### src/rtl/arm_pkg.sv
// Shared processor definitions used by the pipeline stages.
package arm_pkg;

   localparam int DATA_W    = 32;
   localparam int REG_IDX_W = 4;

   typedef enum logic {
      IDLE   = 1'b0,
      ACCESS = 1'b1
   } mem_state_e;

endpackage

### src/rtl/mem_wb_stage.sv
// MEM/WB pipeline stage: issues one blocking memory access per load/store,
// stalls upstream while waiting for the acknowledge, and drives register write-back.
module mem_wb_stage
   import arm_pkg::*;
#(
   parameter logic [DATA_W-1:0] MEM_BASE    = 32'd1024,
   parameter int                ACK_TIMEOUT = 16
)(
   input  logic                 clk,
   input  logic                 rst,
   input  logic                 valid_in,
   input  logic                 wb_en_in,
   input  logic                 mem_r_en_in,
   input  logic                 mem_w_en_in,
   input  logic [DATA_W-1:0]    alu_result_in,
   input  logic [DATA_W-1:0]    st_val_in,
   input  logic [REG_IDX_W-1:0] dest_in,
   output logic                 mem_req,
   output logic                 mem_we,
   output logic [DATA_W-1:0]    mem_addr,
   output logic [DATA_W-1:0]    mem_wdata,
   input  logic [DATA_W-1:0]    mem_rdata,
   input  logic                 mem_ack,
   output logic                 freeze,
   output logic                 mem_err,
   output logic                 writeBackEn,
   output logic [REG_IDX_W-1:0] destWB,
   output logic [DATA_W-1:0]    resultWB
);

   localparam int               CNT_W    = (ACK_TIMEOUT > 1) ? $clog2(ACK_TIMEOUT) : 1;
   localparam logic [CNT_W-1:0] CNT_LAST = CNT_W'(ACK_TIMEOUT - 1);

   mem_state_e            r_state, w_state_next;
   logic [CNT_W-1:0]      r_cnt, w_cnt_next;
   logic                  r_mem_req, w_mem_req_next;
   logic                  r_mem_we, w_mem_we_next;
   logic [DATA_W-1:0]     r_mem_addr, w_mem_addr_next;
   logic [DATA_W-1:0]     r_mem_wdata, w_mem_wdata_next;
   logic                  r_mem_err, w_mem_err_next;
   logic                  r_wb_en, w_wb_en_next;
   logic [REG_IDX_W-1:0]  r_dest, w_dest_next;
   logic [DATA_W-1:0]     r_result, w_result_next;
   logic                  w_mem_op;
   logic                  w_expire;
   logic                  w_freeze;

   assign w_mem_op = valid_in & (mem_r_en_in | mem_w_en_in);
   assign w_expire = (r_cnt == CNT_LAST);

   always_comb begin
      w_state_next     = r_state;
      w_cnt_next       = r_cnt;
      w_mem_req_next   = r_mem_req;
      w_mem_we_next    = r_mem_we;
      w_mem_addr_next  = r_mem_addr;
      w_mem_wdata_next = r_mem_wdata;
      w_mem_err_next   = 1'b0;
      w_wb_en_next     = 1'b0;
      w_dest_next      = r_dest;
      w_result_next    = r_result;
      w_freeze         = 1'b0;

      case (r_state)
         IDLE: begin
            if (w_mem_op) begin
               // A load wins when both enables are set.
               w_state_next     = ACCESS;
               w_cnt_next       = '0;
               w_mem_req_next   = 1'b1;
               w_mem_we_next    = ~mem_r_en_in;
               w_mem_addr_next  = alu_result_in - MEM_BASE;
               w_mem_wdata_next = st_val_in;
               w_freeze         = 1'b1;
            end else begin
               w_wb_en_next  = valid_in & wb_en_in;
               w_result_next = alu_result_in;
               w_dest_next   = dest_in;
            end
         end
         ACCESS: begin
            if (mem_ack) begin
               w_state_next   = IDLE;
               w_mem_req_next = 1'b0;
               if (!r_mem_we) begin
                  w_result_next = mem_rdata;
                  w_dest_next   = dest_in;
                  w_wb_en_next  = wb_en_in;
               end
            end else if (w_expire) begin
               // Abort: upstream is released this cycle and skips the faulting op.
               w_state_next   = IDLE;
               w_mem_req_next = 1'b0;
               w_mem_err_next = 1'b1;
            end else begin
               w_cnt_next = r_cnt + 1'b1;
               w_freeze   = 1'b1;
            end
         end
      endcase
   end

   always_ff @(posedge clk or posedge rst) begin
      if (rst) begin
         r_state     <= IDLE;
         r_cnt       <= '0;
         r_mem_req   <= 1'b0;
         r_mem_we    <= 1'b0;
         r_mem_addr  <= '0;
         r_mem_wdata <= '0;
         r_mem_err   <= 1'b0;
         r_wb_en     <= 1'b0;
         r_dest      <= '0;
         r_result    <= '0;
      end else begin
         r_state     <= w_state_next;
         r_cnt       <= w_cnt_next;
         r_mem_req   <= w_mem_req_next;
         r_mem_we    <= w_mem_we_next;
         r_mem_addr  <= w_mem_addr_next;
         r_mem_wdata <= w_mem_wdata_next;
         r_mem_err   <= w_mem_err_next;
         r_wb_en     <= w_wb_en_next;
         r_dest      <= w_dest_next;
         r_result    <= w_result_next;
      end
   end

   // Reset forces state to IDLE, but inputs may still look like a memory op.
   assign freeze      = w_freeze & ~rst;
   assign mem_req     = r_mem_req;
   assign mem_we      = r_mem_we;
   assign mem_addr    = r_mem_addr;
   assign mem_wdata   = r_mem_wdata;
   assign mem_err     = r_mem_err;
   assign writeBackEn = r_wb_en;
   assign destWB      = r_dest;
   assign resultWB    = r_result;

endmodule

### config.mk
export PLATFORM = sky130hd
export DESIGN_NAME = mem_wb_stage
export DESIGN_NICKNAME = d
export VERILOG_FILES = /design/src/rtl/arm_pkg.sv /design/src/rtl/mem_wb_stage.sv
export SDC_FILE = /design/constraint.sdc
export NUM_CORES = 1
export LEC_CHECK = 0
export CAP_MARGIN = 20
export CORE_AREA = 8 8 95 161
export DETAILED_ROUTE_END_ITERATION = 12
export DIE_AREA = 0 0 103 169
export PLACE_DENSITY_LB_ADDON = 0.12
export SLEW_MARGIN = 20
export SYNTH_ARGS = -nofsm -noshare
export SYNTH_HDL_FRONTEND = slang
export SYNTH_SLANG_ARGS = --single-unit
### constraint.sdc
create_clock -name clk -period 7.9 [get_ports clk]
set_input_delay 0.79 -clock clk [delete_from_list [all_inputs] [get_ports clk]]
set_output_delay 0.79 -clock clk [all_outputs]
set_load 0.01 [all_outputs]
== Word level (Yosys, flattened, before mapping) ==
Index checks and enable logic that the tools add are counted.

* Logic and storage cells: 58
* Bits in registers: 109
* Input port bits: 107

* Reductions and logical operators: 4
* Mux-type cells: 27
* Equality and inequality tests: 8
* Add/subtract/negate cells: 2
* Bitwise operators: 7

{| class="wikitable"
|+ Operators with widths
! cell !! count
|-
| $mux W32 || 3
|-
| $pmux W32 S2 || 1
|-
| $sub A32 B11 Y32 const B || 1
|-
| $mux W4 || 6
|-
| $pmux W4 S2 || 2
|-
| $mux W1 || 12
|-
| $ne A2 B2 Y1 const B || 6
|-
| $pmux W1 S2 || 3
|-
| $reduce_and A3 Y1 || 2
|-
| $add A4 B1 Y4 const B || 1
|-
| $eq A4 B4 Y1 const B || 1
|-
| $reduce_and A2 Y1 || 2
|-
| $and A1 B1 Y1 || 3
|-
| $ne A3 B2 Y1 const B || 1
|-
| $not A1 Y1 || 3
|-
| $or A1 B1 Y1 || 1
|}

== Longest topological paths before layout ==
Gate-level depths: netlist of the first run.

* Depth in word-level cells: 5
* Depth in mapped cells: 8
* Gate-level depth less buffers: 7

== Least setup slack after synthesis of the first run ==
OpenSTA, ideal clock, no wires.

* Path type: input -> register
* Start: input port alu_result_in[10]
* End: register r_mem_addr[20], in the netlist mem_addr[20]
* Slack: 5,580 ps
* Required time: 7,817 ps
* Arrival: 2,237 ps
* Path buffers: 0
* Stages: 7
* Path through: inv_1 -> ha_1 -> nor3b_1 -> nand2_1 -> or3_2 -> xor2_1 -> o21ai_0

* Word-level cells in the longest chain between the ends: 1

{| class="wikitable"
|+ Ends and longest elaborated chain
! item !! line !! source
|-
| from (decl) || mem_wb_stage.sv:15 || <nowiki>input logic [DATA_W-1:0] alu_result_in,</nowiki>
|-
| $sub A32 B11 Y32 || mem_wb_stage.sv:72 || <nowiki>w_mem_addr_next = alu_result_in - MEM_BASE;</nowiki>
|-
| to (signal assigned) || mem_wb_stage.sv:120 || <nowiki>r_mem_addr <= w_mem_addr_next;</nowiki>
|-
| to (decl) || mem_wb_stage.sv:38 || <nowiki>logic [DATA_W-1:0] r_mem_addr, w_mem_addr_next;</nowiki>
|}

No other way between the ends.
A chain may end at the register's enable or synchronous reset.

== Worst setup path after layout of the first run ==
* Start: input port valid_in
* End: output port freeze

* Word-level cells in the longest chain between the ends: 4

{| class="wikitable"
|+ Ends and longest elaborated chain
! item !! line !! source
|-
| from (decl) || mem_wb_stage.sv:11 || <nowiki>input logic valid_in,</nowiki>
|-
| $and A1 B1 Y1 || mem_wb_stage.sv:48 || <nowiki>assign w_mem_op = valid_in & (mem_r_en_in | mem_w_en_in);</nowiki>
|-
| $mux W1 || mem_wb_stage.sv:66 || <nowiki>if (w_mem_op) begin</nowiki>
|-
| $pmux W1 S2 || mem_wb_stage.sv:64 || <nowiki>case (r_state)</nowiki>
|-
| $and A1 B1 Y1 || mem_wb_stage.sv:130 || <nowiki>assign freeze = w_freeze & ~rst;</nowiki>
|-
| to (decl) || mem_wb_stage.sv:24 || <nowiki>output logic freeze,</nowiki>
|}

No other way between the ends.

==> results of run 1 <==
[cell type report]
| type | instances | area, um^2 |
|---|---|---|
| flip-flops and latches | 109 | 2730 |
| fillers | 1218 | 5870 |
| repair buffers | 215 | 2140 |
| inverters | 6 | 25.0 |
| clock inverters | 4 | 73.8 |
| multi-input cells | 352 | 1880 |
| clock buffers | 10 | 229 |
| well taps | 174 | 218 |
[cells in the final DEF (no fill, tap or decap), types with 3 or more instances in the layout]
| cell | n |
|---|---|
| xnor2_1 | 14 |
| nand3_1 | 4 |
| buf_4 | 4 |
| dfrtp_1 | 108 |
| xor2_1 | 4 |
| nor3_1 | 5 |
| nor2b_1 | 3 |
| mux2_2 | 4 |
| clkdlybuf4s50_1 | 211 |
| nand2_1 | 188 |
| clkbuf_16 | 9 |
| nor2_1 | 13 |
| mux2i_1 | 32 |
| inv_1 | 5 |
| nor4_1 | 4 |
| o21ai_0 | 53 |
| a31oi_1 | 4 |
[path summary, 6_finish.rpt]
kind	startpoint	to	slack, ps	cells past startpoint
worst max-delay path	valid_in	freeze	3710	6
worst min-delay path	resultWB[6]$_DFFE_PP0P_	resultWB[6]$_DFFE_PP0P_	480	2
worst max register to register	r_state$_DFF_PP0_	destWB[1]$_DFFE_PP0P_	5130	7
worst min register to register	resultWB[6]$_DFFE_PP0P_	resultWB[6]$_DFFE_PP0P_	480	2
max in group asynchronous	rst	r_state$_DFF_PP0_	5680	3
min in group asynchronous	rst	mem_wdata[22]$_DFFE_PP0P_	920	2
[through the flow]
stage	total power, uW	worst slack, ps	util	hold WS [ps]
floorplan	991	4240	-	465
global placement	1360	3700	0.531	458
CTS	1860	3640	0.554	483
global route	1930	3440	0.554	506
detailed placement	1380	3670	0.531	465
finish	1820	3710	0.554	479
[cell families after synthesis]
kind of cell / after synthesis / share of synthesized area
AOI/OAI and AO/OA: 66 / 0.0744
xor gates and xnor gates: 18 / 0.0335
adders and majority gates: 2 / 0.00531
buffers and inverters: 32 / 0.0266
DFF: 109 / 0.579
muxes: 36 / 0.0775
and+or+nand+nor: 230 / 0.204
[sequential cells by signal, indices dropped and copies added, names as in the netlist]
| signal | cells |
|---|---|
| writeBackEn | 1 |
| r_cnt | 4 |
| mem_req | 1 |
| destWB | 4 |
| resultWB | 32 |
| r_state | 1 |
| mem_we | 1 |
| mem_wdata | 32 |
| mem_addr | 32 |
| mem_err | 1 |
[worst reg2reg max path: cells and delay by family (launching register included)]
kind            cells  cell delay (ps)
buf+inv             3             1510
mux                 1              370
flops               1              340
simple gates        1              240
compound gates      2              210
[where the power goes]
group | switching (uW) | leakage [uW] | internal, uW
Sequential | 68.2 | 0.00134 | 684
Combinational | 271 | 0.00171 | 329
Clock | 197 | 0.000149 | 275
Total | 536 | 0.00320 | 1290
[layer usage]
metal  part of all wire  track usage  vias up  routed length [um]
met5                  0            0        -                   0
li1                   -            -     2013                   -
met2               0.51        0.291      130                7400
met4              0.017       0.0564        0                 240
met1               0.39        0.196     1869                5640
met3              0.077       0.0535       13                1110
==> reports/metrics.cfg, run 1 <==
[setup_path]
cp_max_fo=49
endpoint_kind=primary output
crit_chain=clkdlybuf4s50_1, nor2b_1, o21a_2, nor2_1, nor2_1, clkdlybuf4s50_1
critPathTopFamily=buffers and inverters
worstSetupPathType=in2out
cpMaxStageDelayCell=o21a_2
worstPathArrival_ps=3400
slowest_delay_ps=830
crit_required_ps=7110
crit_path_start_kind=primary input
crit_buf_inv=2

[route]
ant_nets=0
firstDrtPassIters=4
wl_per_cell_um=16.5
drc_errors=0
vias_per_cell=4.63
drt-total-wl_um=14400
drt_iter0_drc=94
vias=4025

[timing]
drv_slew=0
final.setup.tns_ps=0
setup_viol=0
period_needed_ps=4190
worst_pin_slew_ps=988
hold_viol_final=0
skew_ps=4.39
relSlewSlack=0.341
finalCritPeriodShare=0.530
max_freq_mhz=239
rsz0062_at_grt=false

[min_path]
hp-class=reg2reg

[finish]
final_nets=802
syn2layout_area_growth_pct=54.9
antenna_cells=0
layout.cells.non_filler=870
drive_above_1_share=0.0489
final_area_um2=7300

[die]
io_pins=212
initial_core_util=0.358
die-area_um2=17400
core-area_um2=13200
die_w_um=103
num_rows=56
dieHeight_um=169

[cts]
clkTransAtPathRegs_ps=70
cts_hold_buf=0
cts.path.max_buffers=2
clockRootBuffer=clkbuf_16
clkSinkCount=109
postCtsSetupBuffers=0
cts_tree=done
ctsHtreeMaxLevel=3
ctsResizeCount=0
clk-insertion-delay-late_ps=340
cts_made_buffers=9

[global_route]
first_global_vias=4315
grtUsageTotal=0.171
grt_pass1_wl_um=23200
grt_max_degree=88
antenna_found_initial=0
grt.overflow.total=0

[synthesis]
synth_edf_count=0
synth_most_common_cell=nand2_1
synth_common_cells=188 x nand2_1, 109 x dfrtp_1, 53 x o21ai_0
synth_top_area_frac=0.579
ys_types=35
synth_cells=493
syn_area_um2=4710
async_flop_share=1.00
ys_warn_count=0
avgSynthCellArea_um2=9.56
ys_seq_area_frac=0.579
synth-seq-cells=109
synth_nets=602
synthFlopType=dfrtp_1
synth_largest_area_cell=dfrtp_1
synthTopCellsByArea=dfrtp_1 58%, nand2_1 15%, mux2i_1 6.8%

[run_status]
status=completed

[flow_run]
drv_cap=0

[power]
p_leak_uw=0.00320
pwr_density_cell_nw_per_um2=250
vdd_drop_max_uv=116

[place]
io_buffers=211
gp_congestion=0.810
dp.final_hpwl_um=10600
dp.cells=856
place_area_um2=7000

No activity file was read; power rests on OpenSTA's default activity.
==> run 2, diff against run 1 <==
==> constraint.sdc (replaced) <==
create_clock -name clk -period 3.92 [get_ports clk]
set_input_delay 0.392 -clock clk [delete_from_list [all_inputs] [get_ports clk]]
set_output_delay 0.392 -clock clk [all_outputs]
set_load 0.01 [all_outputs]
==> run 2 against run 1 <==
Combinational power increased by 100%; non-clock buffer count increased by 1; first-iteration DRC count increased by 80%; final area increased by 0.17%; setup slack got worse by 2400 ps; hold slack got worse by 4.7 ps; utilization increased by 0.095 points; count of clock-buffer cells in the layout increased by 3; routed wire length increased by 3.9%; die area unchanged; sequential power increased by 100%; global-route usage increased by 0.45 points.
==> reports/metrics.cfg, run 2 (synthesis gave the netlist of run 1 again) <==
[setup_path]
endpoint_kind=primary output  ; unchanged
cp_max_fo=5  ; was 49
crit_path_start_kind=flip-flop  ; was primary input
worstPathArrival_ps=2200  ; was 3400 ps
crit_required_ps=3530  ; was 7110 ps
cpMaxStageDelayCell=clkdlybuf4s50_1  ; was o21a_2
critPathMostFrequentCell=nor2_1
crit_chain=ha_1, nand3_1, and2_1, nor2_1, nor2_1, clkdlybuf4s50_1  ; was clkdlybuf4s50_1, nor2b_1, o21a_2, nor2_1, nor2_1, clkdlybuf4s50_1
worstSetupPathType=reg2out  ; was in2out
slowest_delay_ps=490  ; was 830 ps

[global_route]
grt.overflow.total=0  ; unchanged
grt_pass1_wl_um=23800  ; was 23,200 um
antenna_found_initial=0  ; unchanged
first_global_vias=4449  ; was 4,315
grt_max_degree=57  ; was 88
grtUsageTotal=0.176  ; was 0.171

[timing]
finalCritPeriodShare=0.662
setup_viol=0  ; unchanged
final.setup.tns_ps=0  ; unchanged
relSlewSlack=0.510  ; was 0.341
hold_viol_final=0  ; unchanged
period_needed_ps=2590
max_freq_mhz=385
worst_pin_slew_ps=732  ; was 988 ps
rsz0062_at_grt=false  ; unchanged
skew_ps=7.71  ; was 4.39 ps
drv_slew=0  ; unchanged
whs_ps=475  ; was 479 ps

[cts]
clk-insertion-delay-late_ps=340  ; about the same
cts.path.max_buffers=2  ; unchanged
cts_hold_buf=0  ; unchanged
cts_tree=done  ; unchanged
ctsHtreeMaxLevel=3  ; unchanged
clkSinkCount=109  ; unchanged
clkTransAtPathRegs_ps=70  ; about the same
ctsResizeCount=0  ; unchanged
clockRootBuffer=clkbuf_16  ; unchanged
cts_made_buffers=9  ; unchanged
postCtsSetupBuffers=0  ; unchanged

[route]
ant_nets=0  ; unchanged
wl_met3_um=1330  ; was 1110 um
top_layer_used=met4  ; unchanged
drt-total-wl_um=14900  ; was 14,400 um
firstDrtPassIters=4  ; unchanged
drc_errors=0  ; unchanged
drt_iter0_drc=169  ; was 94
vias_per_cell=4.70  ; was 4.63
wl_per_cell_um=17.1  ; was 16.5 um
vias=4107  ; was 4,025
wl_met2_um=7750  ; was 7400 um
met1_length_um=5560  ; was 5640 um

[place]
dp.final_hpwl_um=11500  ; was 10,600 um
gp_congestion=0.801  ; was 0.810
io_buffers=211  ; unchanged

[die]
num_rows=56  ; unchanged
core-area_um2=13200  ; unchanged
die-area_um2=17400  ; unchanged
die_w_um=103  ; unchanged
dieHeight_um=169  ; unchanged
io_pins=212  ; unchanged
initial_core_util=0.358  ; unchanged

[power]
vdd_drop_max_uv=294  ; was 116 uV
p_seq_frac=0.419  ; was 0.412
comb_power_share=0.333  ; was 0.329
power.internal_uw=2560  ; was 1290 uW
p_sw_frac=0.298  ; was 0.294
pwr_density_cell_nw_per_um2=498  ; was 250 nW/um^2
finalPower_uw=3650  ; was 1820 uW
p_clk_frac=0.248  ; was 0.259
p_leak_uw=0.00320  ; about the same
switchingPower_uw=1090  ; was 536 uW

[finish]
final_nets=803  ; was 802
final_cell_mix=211 x clkdlybuf4s50_1, 188 x nand2_1, 108 x dfrtp_1  ; unchanged
syn2layout_area_growth_pct=55.2  ; was 54.9%
antenna_cells=0  ; unchanged
utilization=0.555  ; was 0.554
mostFrequentLayoutCell=clkdlybuf4s50_1  ; unchanged
drive_above_1_share=0.0501  ; was 0.0489

[min_path]
hp-class=reg2reg  ; unchanged

[run_status]
status=completed  ; unchanged

[flow_run]
drv_cap=0  ; unchanged

run 2: changes by cell type in the layout (fill, tap and decap cells not counted):
cell	delta
clkbuf_1	+2
clkinvlp_4	+2
buf_12	+1
bufinv_16	-1
clkbuf_8	+1
clkinv_2	-1
inv_6	-1
run 2: final cells by class:
class                   instances  area (um^2)
inverters                       6         25.0
fillers                      1237         5860
repair buffers                216         2160
flip-flops and latches        109         2730
well taps                     174          218
clock buffers                  13          250
clock inverters                 3         45.0
multi-input cells             352         1880
run 2: stage by stage:
stage	setup WS, ps	std cells	area [um^2]
finish	1330	873	7310
global route	1190	873	7310
CTS	1320	873	7310
detailed placement	1140	857	7020
global placement	1220	857	7020
floorplan	654	493	4710
run 2: final timing paths:
kind	from	endpoint	slack [ps]	cells after the start
min reg2reg	mem_addr[5]$_DFFE_PP0P_	mem_addr[5]$_DFFE_PP0P_	470	2
max	r_cnt[0]$_DFFE_PP0P_	freeze	1330	6
max reg2reg	r_state$_DFF_PP0_	destWB[2]$_DFFE_PP0P_	1430	5
min in group asynchronous	rst	mem_wdata[20]$_DFFE_PP0P_	560	2
min	mem_addr[5]$_DFFE_PP0P_	mem_addr[5]$_DFFE_PP0P_	470	2
max in group asynchronous	rst	resultWB[16]$_DFFE_PP0P_	2630	3
run 2: critical path, delay by kind of cell, from the launching register on:
| family | cells | cell delay (ps) |
|---|---|---|
| adders and majority gates | 1 | 240 |
| and+or+nand+nor | 4 | 750 |
| DFF | 1 | 390 |
| buffers and inverters | 1 | 490 |
run 2: power groups by stage:
stage	clock network, uW	registers [uW]	logic (uW)
finish	903	1530	1220
global route	972	1560	1330
CTS	937	1530	1240
detailed placement	0	1550	1240
global placement	0	1540	1220
floorplan	0	1650	348
run 2: per-layer routing:
layer	vias up	GRT usage
li1	2016	-
met1	1923	0.192
met2	149	0.304
met3	19	0.0605
met4	0	0.0614
met5	-	0
==> run 3, diff against run 2 <==
==> constraint.sdc (replaced) <==
create_clock -name clk -period 2.5 [get_ports clk]
set_input_delay 0.25 -clock clk [delete_from_list [all_inputs] [get_ports clk]]
set_output_delay 0.25 -clock clk [all_outputs]
set_load 0.01 [all_outputs]
==> run 3 against run 2 <==
Global-route usage is essentially flat; first-iteration DRC count shrank 46%; count of clock-buffer cells in the layout shrank 1; total power grew 60%.
==> reports/metrics.cfg, run 3 (synthesis gave the netlist of run 1 again) <==
[die]
num_rows=56  ; unchanged
core-area_um2=13200  ; unchanged
die-area_um2=17400  ; unchanged
die_w_um=103  ; unchanged
io_pins=212  ; unchanged
initial_core_util=0.358  ; unchanged
dieHeight_um=169  ; unchanged

[global_route]
grt_pass1_wl_um=23700  ; was 23,800 um
grtUsageTotal=0.176  ; about the same
first_global_vias=4446  ; was 4,449
grt.overflow.total=0  ; unchanged
grt_max_degree=58  ; was 57
antenna_found_initial=0  ; unchanged

[timing]
whs_ps=215  ; was 475 ps
final.setup.tns_ps=0  ; unchanged
drv_slew=0  ; unchanged
relSlewSlack=0.638  ; was 0.510
finalCritPeriodShare=0.920
skew_ps=9.08  ; was 7.71 ps
rsz0062_at_grt=false  ; unchanged
setup_slack_ps=199  ; was 1330 ps
period_needed_ps=2300
setup_viol=0  ; unchanged
worst_pin_slew_ps=541  ; was 732 ps
hold_viol_final=0  ; unchanged
max_freq_mhz=435

[route]
drt-total-wl_um=15000  ; was 14,900 um
vias=4145  ; was 4,107
drc_errors=0  ; unchanged
drt_iter0_drc=91  ; was 169
firstDrtPassIters=4  ; unchanged
wl_per_cell_um=16.9  ; was 17.1 um
ant_nets=0  ; unchanged
vias_per_cell=4.67  ; was 4.70

[cts]
clkSinkCount=109  ; unchanged
cts.path.max_buffers=2  ; unchanged
clk-insertion-delay-late_ps=340  ; about the same
cts_hold_buf=0  ; unchanged
cts_tree=done  ; unchanged
clockRootBuffer=clkbuf_16  ; unchanged
ctsHtreeMaxLevel=3  ; unchanged
cts_made_buffers=9  ; unchanged
postCtsSetupBuffers=0  ; unchanged
ctsResizeCount=0  ; unchanged
clkTransAtPathRegs_ps=70  ; about the same

[setup_path]
cp_max_fo=4  ; was 5
critPathTopFamily=buffers and inverters  ; was simple AND/OR/NAND/NOR gates
crit_path_start_kind=flip-flop  ; unchanged
worstSetupPathType=reg2out  ; unchanged
endpoint_kind=primary output  ; unchanged
worstPathArrival_ps=2050  ; was 2200 ps
crit_required_ps=2250  ; was 3530 ps
crit_buf_inv=1  ; unchanged
crit_chain=ha_1, nand3_1, and2_1, nor2_1, nor2_1, clkdlybuf4s50_1  ; unchanged
critPathMostFrequentCell=nor2_1  ; unchanged
slowest_delay_ps=550  ; was 490 ps
cpMaxStageDelayCell=clkdlybuf4s50_1  ; unchanged

[place]
dp.cells=871  ; was 857
io_buffers=211  ; unchanged
dp.final_hpwl_um=11700  ; was 11,500 um
place_ws_ps=171  ; was 1140 ps
gp_congestion=0.804  ; was 0.801

[finish]
final_cell_mix=211 x clkdlybuf4s50_1, 188 x nand2_1, 108 x dfrtp_1  ; unchanged
drive_above_1_share=0.0715  ; was 0.0501
antenna_cells=0  ; unchanged
utilization=0.565  ; was 0.555
mostFrequentLayoutCell=clkdlybuf4s50_1  ; unchanged
syn2layout_area_growth_pct=58.0  ; was 55.2%
layout.cells.non_filler=887  ; was 873
final_nets=817  ; was 803

[power]
pwr_density_cell_nw_per_um2=781  ; was 498 nW/um^2
vdd_drop_max_uv=348  ; was 294 uV
p_leak_uw=0.00328  ; was 0.00320 uW

[run_status]
status=completed  ; unchanged

[min_path]
hp-class=in2async  ; was reg2reg

[flow_run]
drv_cap=0  ; unchanged

## run 3: path summary, 6_finish.rpt
path / start / to / slack, ps / depth (start not counted)
max: r_cnt[0]$_DFFE_PP0P_ / freeze / 200 / 6
min: rst / mem_wdata[19]$_DFFE_PP0P_ / 220 / 2
max reg2reg: r_state$_DFF_PP0_ / resultWB[11]$_DFFE_PP0P_ / 440 / 5
min reg2reg: mem_addr[8]$_DFFE_PP0P_ / mem_addr[8]$_DFFE_PP0P_ / 470 / 2
max in group asynchronous: rst / r_state$_DFF_PP0_ / 1690 / 3
min in group clk: st_val_in[15] / mem_wdata[15]$_DFFE_PP0P_ / 430 / 3
## run 3: cell type report
type	count	area, um^2
Clock inverter	4	55.1
Inverter	6	26.3
Fill cell	1260	5730
Sequential cell	109	2730
Timing Repair Buffer	230	2280
Clock buffer	12	256
Multi-Input combinational cell	352	1880
Tap cell	174	218
## run 3: power breakdown
group	internal [uW]	total [uW]	leakage [uW]	switching, uW
Sequential	2160	2380	0.00134	220
Clock	839	1490	0.000149	648
Combinational	1070	1950	0.00179	877
Total	4070	5810	0.00328	1740
## run 3: metal layers
metal | track usage | up-vias | routed length, um
li1 | - | 2044 | -
met1 | 0.180 | 1953 | 5380
met2 | 0.318 | 130 | 8110
met3 | 0.0605 | 18 | 1280
met4 | 0.0570 | 0 | 260
met5 | 0 | - | 0
## run 3: per-stage QoR
stage          total power (uW)  area (um^2)
2_1_floorplan              3130         4720
3_3_place_gp               4360         7140
3_5_place_dp               4410         7140
4_1_cts                    5920         7450
5_1_grt                    6150         7450
6_report                   5810         7450
